**src/rtl/mul_div_unit_if.sv**
```systemverilog
// Request/result bundle between the EX stage and the iterative multiply/divide unit.
interface mul_div_unit_if #(parameter int WIDTH = 32);
  logic             start;
  logic [3:0]       alu_ctr;
  logic             is_signed;
  logic [WIDTH-1:0] src_a;
  logic [WIDTH-1:0] src_b;
  logic             flush;
  logic             busy;
  logic             done;
  logic [WIDTH-1:0] hi;
  logic [WIDTH-1:0] lo;

  modport master (
    output start, alu_ctr, is_signed, src_a, src_b, flush,
    input  busy, done, hi, lo
  );

  modport slave (
    input  start, alu_ctr, is_signed, src_a, src_b, flush,
    output busy, done, hi, lo
  );
endinterface

```
**src/rtl/mul_div_unit.sv**
```systemverilog
// Iterative radix-2 multiply/divide unit with HI/LO registers, 34-cycle fixed latency.
// Define MDU_DIV_EN to include the restoring divider; without it only mul is accepted.
module mul_div_unit #(
  parameter int WIDTH = 32
) (
  input logic           clk,
  input logic           rst_n,
  mul_div_unit_if.slave bus
);

  localparam logic [3:0] ALU_MUL = 4'b1011;
`ifdef MDU_DIV_EN
  localparam logic [3:0] ALU_DIV = 4'b1100;
`endif

  typedef enum logic [1:0] {IDLE, RUN, FIX, DONE} state_t;

  state_t             state, state_nxt;
  logic [4:0]         cnt;
  logic [2*WIDTH-1:0] acc;
  logic [WIDTH-1:0]   opb;
  logic               neg_lo;
  logic [WIDTH-1:0]   hi_q, lo_q;
  logic               legal, accept;
  logic [WIDTH:0]     mul_sum;
  logic [2*WIDTH-1:0] mul_step;
  logic [2*WIDTH-1:0] prod_fix;
`ifdef MDU_DIV_EN
  logic               op_div, neg_hi, div0;
  logic [WIDTH:0]     rem_sh, rem_diff;
  logic [2*WIDTH-1:0] div_step;
`endif

  function automatic logic [WIDTH-1:0] mag(input logic [WIDTH-1:0] x, input logic sgn);
    return (sgn && x[WIDTH-1]) ? -x : x;
  endfunction

  function automatic logic [WIDTH-1:0] neg_w(input logic [WIDTH-1:0] x, input logic n);
    return n ? -x : x;
  endfunction

  function automatic logic [2*WIDTH-1:0] neg_dw(input logic [2*WIDTH-1:0] x, input logic n);
    return n ? -x : x;
  endfunction

`ifdef MDU_DIV_EN
  assign legal = (bus.alu_ctr == ALU_MUL) || (bus.alu_ctr == ALU_DIV);
`else
  assign legal = (bus.alu_ctr == ALU_MUL);
`endif
  assign accept = (state == IDLE) && bus.start && legal && !bus.flush;

  // Shift-add: acc holds {partial product, remaining multiplier bits}
  assign mul_sum  = {1'b0, acc[2*WIDTH-1:WIDTH]} + {1'b0, (acc[0] ? opb : {WIDTH{1'b0}})};
  assign mul_step = {mul_sum, acc[WIDTH-1:1]};
  assign prod_fix = neg_dw(acc, neg_lo);

`ifdef MDU_DIV_EN
  // Restoring divide: acc holds {remainder, dividend bits shifting into quotient}
  assign rem_sh   = {acc[2*WIDTH-1:WIDTH], acc[WIDTH-1]};
  assign rem_diff = rem_sh - {1'b0, opb};
  assign div_step = rem_diff[WIDTH] ? {rem_sh[WIDTH-1:0], acc[WIDTH-2:0], 1'b0}
                                    : {rem_diff[WIDTH-1:0], acc[WIDTH-2:0], 1'b1};
`endif

  always_ff @(posedge clk or negedge rst_n) begin
    if (!rst_n) state <= IDLE;
    else        state <= state_nxt;
  end

  always_comb begin
    state_nxt = state;
    case (state)
      IDLE: if (accept) state_nxt = RUN;
      RUN: begin
        if (bus.flush)          state_nxt = IDLE;
        else if (cnt == 5'd31)  state_nxt = FIX;
      end
      FIX:  state_nxt = bus.flush ? IDLE : DONE;
      DONE: state_nxt = IDLE;
      default: state_nxt = IDLE;
    endcase
  end

  always_ff @(posedge clk or negedge rst_n) begin
    if (!rst_n) begin
      cnt    <= '0;
      acc    <= '0;
      opb    <= '0;
      neg_lo <= 1'b0;
      hi_q   <= '0;
      lo_q   <= '0;
`ifdef MDU_DIV_EN
      op_div <= 1'b0;
      neg_hi <= 1'b0;
      div0   <= 1'b0;
`endif
    end else begin
      if (accept) begin
        cnt    <= '0;
        neg_lo <= bus.is_signed && (bus.src_a[WIDTH-1] ^ bus.src_b[WIDTH-1]);
`ifdef MDU_DIV_EN
        op_div <= (bus.alu_ctr == ALU_DIV);
        neg_hi <= bus.is_signed && bus.src_a[WIDTH-1];
        div0   <= (bus.src_b == '0);
        if (bus.alu_ctr == ALU_DIV) begin
          acc <= {{WIDTH{1'b0}}, mag(bus.src_a, bus.is_signed)};
          opb <= mag(bus.src_b, bus.is_signed);
        end else begin
          acc <= {{WIDTH{1'b0}}, mag(bus.src_b, bus.is_signed)};
          opb <= mag(bus.src_a, bus.is_signed);
        end
`else
        acc <= {{WIDTH{1'b0}}, mag(bus.src_b, bus.is_signed)};
        opb <= mag(bus.src_a, bus.is_signed);
`endif
      end else if (state == RUN) begin
        cnt <= cnt + 5'd1;
`ifdef MDU_DIV_EN
        acc <= op_div ? div_step : mul_step;
`else
        acc <= mul_step;
`endif
      end

      // Divide-by-zero: undoing the dividend sign on the remainder restores src_a exactly
      if (state == FIX && !bus.flush) begin
`ifdef MDU_DIV_EN
        if (op_div) begin
          hi_q <= neg_w(acc[2*WIDTH-1:WIDTH], neg_hi);
          lo_q <= div0 ? {WIDTH{1'b1}} : neg_w(acc[WIDTH-1:0], neg_lo);
        end else begin
          hi_q <= prod_fix[2*WIDTH-1:WIDTH];
          lo_q <= prod_fix[WIDTH-1:0];
        end
`else
        hi_q <= prod_fix[2*WIDTH-1:WIDTH];
        lo_q <= prod_fix[WIDTH-1:0];
`endif
      end
    end
  end

  assign bus.busy = (state == RUN) || (state == FIX);
  assign bus.done = (state == DONE);
  assign bus.hi   = hi_q;
  assign bus.lo   = lo_q;

endmodule
```
**src/flat_wrapper.sv**
```systemverilog
// flat-port wrapper written by rule: the top's interface ports become plain ports
module mul_div_unit_flat 
#(
  parameter int WIDTH = 32
)
  (clk, rst_n, bus_start, bus_alu_ctr, bus_is_signed, bus_src_a, bus_src_b, bus_flush, bus_busy, bus_done, bus_hi, bus_lo);
  mul_div_unit_if #(.WIDTH(WIDTH)) bus_i ();
  input logic clk;
  input logic rst_n;
  input wire logic [$bits(bus_i.start)-1:0] bus_start;
  input wire logic [$bits(bus_i.alu_ctr)-1:0] bus_alu_ctr;
  input wire logic [$bits(bus_i.is_signed)-1:0] bus_is_signed;
  input wire logic [$bits(bus_i.src_a)-1:0] bus_src_a;
  input wire logic [$bits(bus_i.src_b)-1:0] bus_src_b;
  input wire logic [$bits(bus_i.flush)-1:0] bus_flush;
  output wire logic [$bits(bus_i.busy)-1:0] bus_busy;
  output wire logic [$bits(bus_i.done)-1:0] bus_done;
  output wire logic [$bits(bus_i.hi)-1:0] bus_hi;
  output wire logic [$bits(bus_i.lo)-1:0] bus_lo;
  assign bus_i.start = bus_start;
  assign bus_i.alu_ctr = bus_alu_ctr;
  assign bus_i.is_signed = bus_is_signed;
  assign bus_i.src_a = bus_src_a;
  assign bus_i.src_b = bus_src_b;
  assign bus_i.flush = bus_flush;
  assign bus_busy = bus_i.busy;
  assign bus_done = bus_i.done;
  assign bus_hi = bus_i.hi;
  assign bus_lo = bus_i.lo;
  mul_div_unit #(.WIDTH(WIDTH)) u_core (.clk(clk), .rst_n(rst_n), .bus(bus_i));
endmodule
```
**config.mk**
```make
export PLATFORM = sky130hd
export DESIGN_NAME = mul_div_unit_flat
export DESIGN_NICKNAME = d
export VERILOG_FILES = /design/src/rtl/mul_div_unit_if.sv /design/src/rtl/mul_div_unit.sv /design/src/flat_wrapper.sv
export SDC_FILE = /design/constraint.sdc
export NUM_CORES = 1
export LEC_CHECK = 0
export CORE_MARGIN = 2
export CORE_UTILIZATION = 40
export DETAILED_ROUTE_END_ITERATION = 10
export PLACE_DENSITY = 0.74
export SYNTH_ARGS = -nofsm -noshare
export SYNTH_HDL_FRONTEND = slang
export SYNTH_SLANG_ARGS = --single-unit
```
**constraint.sdc**
```tcl
create_clock -name clk -period 3.25 [get_ports clk]
set_clock_uncertainty 0.2 [all_clocks]
set_input_delay 0.8125 -clock clk [delete_from_list [all_inputs] [get_ports clk]]
set_output_delay 0.8125 -clock clk [all_outputs]
set_load 0.03 [all_outputs]
```
==> run summary, run 1 <==
* **run status** complete, but fails checks
* **flip-flop and latch count after synthesis** 168
* **top-level port count** 139
* **number of flops mapped to enable cells by yosys** 0
* **total detailed-routing wirelength** 30200 um
* **global routing usage on met2** 0.339
* **total overflow reported by the global router** 0
* **effective utilization at floorplan** 0.407
* **length in cells of the worst reg-to-reg path** 9
* **leakage power** 6.28 nW
* **setup repair after global routing missed its margin** true
* **number of H-tree levels** 4
* **Synthesized Nets** 1394
* **met3 Track Usage GR** 0.0331
* **CTS Buf Count** 17
* **worst setup path category** in2reg
* **setup TNS after final layout** -0.132 ns
* **overall track demand over capacity in global routing** 0.211
* **CP bufs+invs** 1
* **routed via count divided by cell count** 5.41
* **number of antenna violations at the first check in global routing** 1
* **max-slew violations** 0
* **Tightest Pin Transition** 0.698 ns
* **clock transition at the registers of the reported paths** 0.07 ns
* **highest clock frequency the design can meet** 0.297 GHz
* **DIE AREA** 28800 um2
* **half-perimeter wire length after detailed placement** 23100 um
* **cell area after technology mapping** 11000 um2
* **final period utilization** 1.03
* **post-route antenna net violation count** 0
* **routing layer with the top usage in global route** met2
* **kind of path behind the tightest hold check** in2async
* **routability-driven placement congestion ratio** 0.879
* **Tmin final** 3.36 ns
* **average wire per cell in the routed design** 16.0 um
* **most used flip-flop cell after synthesis** dfrtp_1
* **slowest stage cell on the critical path** or4_4
* **root buf cell** clkbuf_16
* **max-capacitance violation count** 0
* **maximum clock path buffer count** 2
* **Yosys warning count** 0
* **number of setup violations in the final report** 2
* **failing checks** setup timing
* **worst reg2reg startpoint** u_core.acc[15]
* **Distinct cells, synth** 57
* **TritonCTS clock tree** yes
* **share of layout cells above drive strength 1** 0.156
* **vias in the first global route** 9812
* **1st-pass router iterations** 5
* **worst-skew pair later-pin latency** 0.44 ns
* **Reg2Reg Capture Point** u_core.bus.hi[20]
* **drt drc** 0
* **Crit path max-delay family** simple AND/OR/NAND/NOR gates
* **Setup crit end kind** register
* **required time of the critical path** 3.34 ns
* **mean instance size in the synthesized netlist** 8.58 um2
* **Via Count** 10200
* **largest vdd supply drop** 0.408 mV
* **row cnt** 60
* **highest cell delay on the worst timing path** 0.52 ns
* **Starting DRT DRC Count** 720
* **global-route wire length before repair** 48900 um
* **Cells after Synth** 1278
* **worst setup margin** -0.112 ns
* **count of nets after finishing** 1650
* **kind of launch point of the worst setup path** primary input
* **clock sink total** 168
* **DIE WIDTH** 170 um
* **area inside the core boundary** 27000 um2
* **# fillers** 2352
* **worst rel slew slack** 0.535
* **share of flip-flops with an asynchronous set or reset after synthesis** 1.00
* **cell repeated most along the worst path** or3_4
* **total chip power** 0.0125 W
* **GR Layer Usage met1** 0.298
* **number of failing hold endpoints at the final stage** 0
* **Worst R2R Setup Slack** 0.03 ns
* **fraction of the yosys area taken by sequential cells** 0.383
* **Area growth, synth to finish** 33.6%
* **top fanout value on the critical path** 3
* **Port Buf Inserts** 138
* **CP Cell Sequence** buf_6 -> or4_4 -> or3_4 -> or4_4 -> or3_4 -> or3_4 -> o41ai_4 -> xor2_1 -> a21oi_1
* **maximum number of pins on one net before global-route repair** 77
* **data arrival time at the worst-slack endpoint** 3.46 ns
* **Die Height** 170 um
* **final standard cell utilization of the core** 0.543
* **Power Dens Cells** 853 nW/um2
* **worst-case setup slack after placement** -0.856 ns
-- cell usage after synthesis (all sizes together) (11+ instances only) --
master | number | area (um2)
xor2 | 86 | 753
o21ai | 183 | 916
inv | 22 | 82.6
nand2 | 207 | 777
and2 | 37 | 231
nor2 | 70 | 263
ha | 42 | 526
nand3 | 14 | 70.1
or3 | 16 | 115
dfrtp | 168 | 4200
o41ai | 14 | 130
a211oi | 14 | 105
nor3 | 17 | 85.1
mux2i | 45 | 450
o31ai | 35 | 263
clkbuf | 60 | 225
nor4 | 11 | 75.1
or4 | 20 | 163
a21oi | 58 | 290
xnor2 | 62 | 543
-- kinds of logic after synthesis --
logic type      after synthesis  share of synthesized area
flops                       168                      0.383
xor+xnor                    148                      0.118
compound gates              343                      0.182
buf+inv                      88                     0.0301
fa+ha+maj                    43                     0.0497
mux                          45                     0.0411
simple gates                443                      0.195
-- metrics by stage --
stage / cell area [um2] / std cells / hold WS (ns)
after floorplan: 11000 / 1278 / 0.231
after global placement: 13800 / 1850 / 0.246
after detailed placement: 13800 / 1850 / 0.251
after CTS: 14500 / 1884 / 0.0440
after global routing: 14600 / 1888 / 0.0620
final: 14600 / 1889 / 0.0584
-- cell usage in the layout, fill, tap and decap left out, drive strengths merged, types with 3 or more instances in the layout --
cell type,count
and3,5
ha,42
nor4,11
o211ai,4
nor2,70
dlymetal6s2s,3
nand2b,4
nand3,14
a21o,3
dfrtp,168
xor2,86
o21bai,5
o21a,3
o41ai,14
nand4,8
nand2,207
inv,31
a211oi,14
mux2i,45
buf,169
or4,20
clkbuf,17
a21oi,58
xnor2,62
and2,37
or2,4
o21ai,183
clkinv,4
o31ai,35
or3,16
nand3b,7
a41oi,3
nor2b,10
nor3,17
a31oi,10
nor3b,5
clkdlybuf4s50,130
-- sequential cells by signal, summed over array words and instances, names as in the netlist --
signal,flops
u_core.cnt,5
u_core.state,2
u_core.bus.hi,32
u_core.neg_lo,1
u_core.acc,64
u_core.opb,32
u_core.bus.lo,32
-- power by group --
part           switching (W)  total, W  internal (W)
combinational        0.00364   0.00653       0.00290
sequential          0.000812   0.00381       0.00300
clock               0.000958   0.00214       0.00118
total                0.00541    0.0125       0.00708
-- per-layer routing --
metal  up-vias  wire [um]  share of wire
li1       5015          -              -
met1      4894      14500           0.48
met2       292      13600           0.45
met3        23       1690          0.056
met4         0        368          0.012
met5         -          0              0
-- worst max-delay path by stage --
stage / end / cells past startpoint / slack, ns / start
6_report: u_core.acc[30] / 9 / -0.11 / bus_src_b[13]
5_1_grt: u_core.acc[30] / 9 / -0.13 / bus_src_b[13]
4_1_cts: u_core.acc[30] / 9 / -0.32 / bus_src_b[12]
3_5_place_dp: u_core.acc[30] / 9 / -0.86 / bus_src_b[15]
3_3_place_gp: u_core.acc[30] / 9 / -0.85 / bus_src_b[15]
2_1_floorplan: u_core.acc[30] / 8 / -0.36 / bus_src_b[15]
-- cell type report --
cell class	instances	area (um2)	area share
Clock inverter	15	199	0.0136
Sequential cell	168	4200	0.287
Antenna cell	1	2.50	0.000171
Clock buffer	17	425	0.0290
Multi-Input combinational cell	1022	6620	0.452
Inverter	22	82.6	0.00564
Timing Repair Buffer	303	2690	0.184
Tap cell	341	427	0.0291
-- timing repair --
action                     4_1_cts  5_1_grt
cloned                           0        0
hold buffers                     0        0
resized for setup               26       29
setup endpoints to repair       21       25
setup buffers                    2        4
pin swaps                       12       18
Note: power is estimated with default switching activity, not from simulation.
==> run 2: changes to the inputs <==
--- a/config.mk
+++ b/config.mk
@@ -6,9 +6,9 @@
 export NUM_CORES = 1
 export LEC_CHECK = 0
 export CORE_MARGIN = 2
-export CORE_UTILIZATION = 40
+export CORE_UTILIZATION = 30
 export DETAILED_ROUTE_END_ITERATION = 10
-export PLACE_DENSITY = 0.74
+export PLACE_DENSITY = 0.59
 export SYNTH_ARGS = -nofsm -noshare
 export SYNTH_HDL_FRONTEND = slang
 export SYNTH_SLANG_ARGS = --single-unit
==> constraint.sdc (replaced) <==
create_clock -name clk -period 4.3 [get_ports clk]
set_clock_uncertainty 0.2 [all_clocks]
set_input_delay 1.075 -clock clk [delete_from_list [all_inputs] [get_ports clk]]
set_output_delay 1.075 -clock clk [all_outputs]
set_load 0.03 [all_outputs]
==> run summary, run 2 (synthesis gave the netlist of run 1 again) <==
* **setup repair after global routing missed its margin** false, was true
* **# fillers** 3721, was 2352
* **leading cell types in the layout, fill and taps excluded** nand2_1 (207), o21ai_0 (183), dfrtp_1 (168), was nand2_1 (207), o21ai_0 (176), dfrtp_1 (168)
* **DIE AREA** 38100 um2, was 28800 um2
* **total detailed-routing wirelength** 30200 um, about the same
* **clock transition at the registers of the reported paths** 0.06 ns, was 0.07 ns
* **switching power summed over all nets** 0.00389 W, was 0.00541 W
* **Resized cells post-CTS** 0, was 26
* **TritonCTS clock tree** yes, unchanged
* **Tmin final** 3.96 ns
* **top fanout value on the critical path** 3, unchanged
* **half-perimeter wire length after detailed placement** 23300 um, was 23100 um
* **GR Layer Usage met1** 0.250, was 0.298
* **routed via count divided by cell count** 4.98, was 5.41
* **Port Buf Inserts** 138, unchanged
* **overall track demand over capacity in global routing** 0.160, was 0.211
* **Starting DRT DRC Count** 553, was 720
* **logic gate share of total power** 0.473, was 0.523
* **Via Count** 9417, was 10200
* **worst-skew pair later-pin latency** 0.43 ns, was 0.44 ns
* **max-capacitance violation count** 0, unchanged
* **most common cell after layout, fill and taps aside** nand2_1, unchanged
* **data arrival time at the worst-slack endpoint** 4.06 ns, was 3.46 ns
* **kind of path behind the tightest hold check** reg2reg, was in2async
* **vias in the first global route** 8962, was 9812
* **CTS Buf Count** 17, unchanged
* **total overflow reported by the global router** 0, unchanged
* **number of failing hold endpoints at the final stage** 0, unchanged
* **worst-case setup slack after placement** -0.0882 ns, was -0.856 ns
* **highest clock frequency the design can meet** 0.252 GHz
* **met3 Track Usage GR** 0.0216, was 0.0331
* **1st-pass router iterations** 5, unchanged
* **worst rel slew slack** 0.468, was 0.535
* **count of nets after finishing** 1525, was 1650
* **drt drc** 0, unchanged
* **Area growth, synth to finish** 24.7%, was 33.6%
* **row cnt** 70, was 60
* **number of antenna violations at the first check in global routing** 3, was 1
* **hold-fix buffers at CTS** 0, unchanged
* **post-CTS repair timing setup buffer count** 0, was 2
* **post-route antenna net violation count** 0, unchanged
* **clock sink total** 168, unchanged
* **largest vdd supply drop** 0.320 mV, was 0.408 mV
* **global-route wire length before repair** 49100 um, was 48900 um
* **worst setup margin** 0.340 ns, was -0.112 ns
* **DIE WIDTH** 195 um, was 170 um
* **sw frac** 0.437, was 0.433
* **required time of the critical path** 4.40 ns, was 3.34 ns
* **top-level port count** 139, unchanged
* **average wire per cell in the routed design** 15.9 um, was 16.0 um
* **worst setup path category** in2reg, unchanged
* **Worst R2R Setup Slack** 0.63 ns, was 0.03 ns
* **Most flops, register** u_core.acc, unchanged
* **global routing usage on met2** 0.230, was 0.339
* **leakage power** 5.61 nW, was 6.28 nW
* **Setup crit end kind** register, unchanged
* **Tightest Pin Transition** 0.798 ns, was 0.698 ns
* **Internal Power** 0.00502 W, was 0.00708 W
* **share of layout cells above drive strength 1** 0.0633, was 0.156
* **max FFs per register** 64, unchanged
* **Die Height** 195 um, was 170 um
* **Power Dens Cells** 652 nW/um2, was 853 nW/um2
* **kind of launch point of the worst setup path** primary input, unchanged
* **number of setup violations in the final report** 0, was 2
* **routability-driven placement congestion ratio** 0.874, was 0.879
* **final period utilization** 0.921
* **maximum number of pins on one net before global-route repair** 83, was 77
* **max-slew violations** 0, unchanged
* **run status** finished, final reports clean, was complete, but fails checks
* **number of H-tree levels** 4, unchanged
* **total chip power** 0.00891 W, was 0.0125 W
* **area inside the core boundary** 36300 um2, was 27000 um2
* **clock network fraction of total power** 0.184, was 0.171
* **Flop pwr share** 0.343, was 0.305
* **root buf cell** clkbuf_16, unchanged
* **routing layer with the top usage in global route** met1, was met2
* **maximum clock path buffer count** 2, unchanged
* **effective utilization at floorplan** 0.302, was 0.407
run 2: changes by cell type in the layout (fill, tap and decap cells not counted), sizes merged:
cell,previous run,this run
clkdlybuf4s15,1,0
clkinv,4,5
diode,1,2
clkbuf,17,20
dlymetal6s2s,3,0
buf,169,41
bufinv,2,3
clkdlybuf4s50,130,137
clkinvlp,0,1
inv,31,25
run 2: critical path, stage by stage:
cell and delay [ns]:
clkdlybuf4s50_1 0.43, or4_4 0.55, or3_4 0.34, or4_4 0.43
or3_4 0.39, or3_4 0.35, o41ai_2 0.23, xor2_1 0.19
a21oi_1 0.08
run 2: path summary, 6_finish.rpt:
path / from / endpoint / cells past startpoint
worst max register to register: u_core.acc[0] / u_core.acc[54] / 12
worst min register to register: u_core.opb[31] / u_core.opb[31] / 2
min in group asynchronous: rst_n / u_core.bus.hi[12] / 1
max in group asynchronous: rst_n / u_core.opb[24] / 2
worst min-delay path: u_core.opb[31] / u_core.opb[31] / 2
worst max-delay path: bus_src_b[15] / u_core.acc[30] / 9
run 2: metal layers:
| metal | routed length [um] | part of all wire |
|---|---|---|
| met5 | 10 | 0.00033 |
| met4 | 356 | 0.012 |
| met3 | 1490 | 0.049 |
| met2 | 12500 | 0.42 |
| met1 | 15800 | 0.52 |
run 2: cell type report:
cell class / count / area (um2) / share of cell area
flip-flops and latches: 168 / 4200 / 0.307
clock buffers: 20 / 457 / 0.0334
inverters: 22 / 82.6 / 0.00604
well taps: 468 / 586 / 0.0428
diodes: 2 / 5.00 / 0.000366
multi-input cells: 1022 / 6450 / 0.472
repair buffers: 178 / 1720 / 0.126
clock inverters: 12 / 166 / 0.0122
run 2: per-stage QoR:
| step | TNS (ns) | utilization | std cells | hold WS [ns] | cell area (um2) |
|---|---|---|---|---|---|
| CTS | 0 | 0.377 | 1890 | 0.268 | 13700 |
| detailed placement | -0.104 | 0.360 | 1858 | 0.254 | 13000 |
| global route | 0 | 0.377 | 1892 | 0.306 | 13700 |
| finish | 0 | 0.377 | 1892 | 0.269 | 13700 |
| global placement | -0.0876 | 0.360 | 1858 | 0.246 | 13000 |
| floorplan | 0 | - | 1278 | 0.231 | 11000 |
run 2: power by group through the flow:
stage                     combinational [W]  clock, W  sequential [W]
after global placement              0.00418         0         0.00305
after detailed placement            0.00422         0         0.00307
after CTS                           0.00424   0.00168         0.00305
after floorplan                     0.00236         0         0.00333
after global routing                0.00467   0.00175         0.00317
final                               0.00421   0.00164         0.00305
==> run 3: changes to the inputs <==
--- a/config.mk
+++ b/config.mk
@@ -9,6 +9,7 @@
 export CORE_UTILIZATION = 30
 export DETAILED_ROUTE_END_ITERATION = 10
 export PLACE_DENSITY = 0.59
+export SETUP_SLACK_MARGIN = 0.15
 export SYNTH_ARGS = -nofsm -noshare
 export SYNTH_HDL_FRONTEND = slang
 export SYNTH_SLANG_ARGS = --single-unit
==> results of run 3 <==
Same layout as run 2: the final DEF is identical, and so are final timing and power.
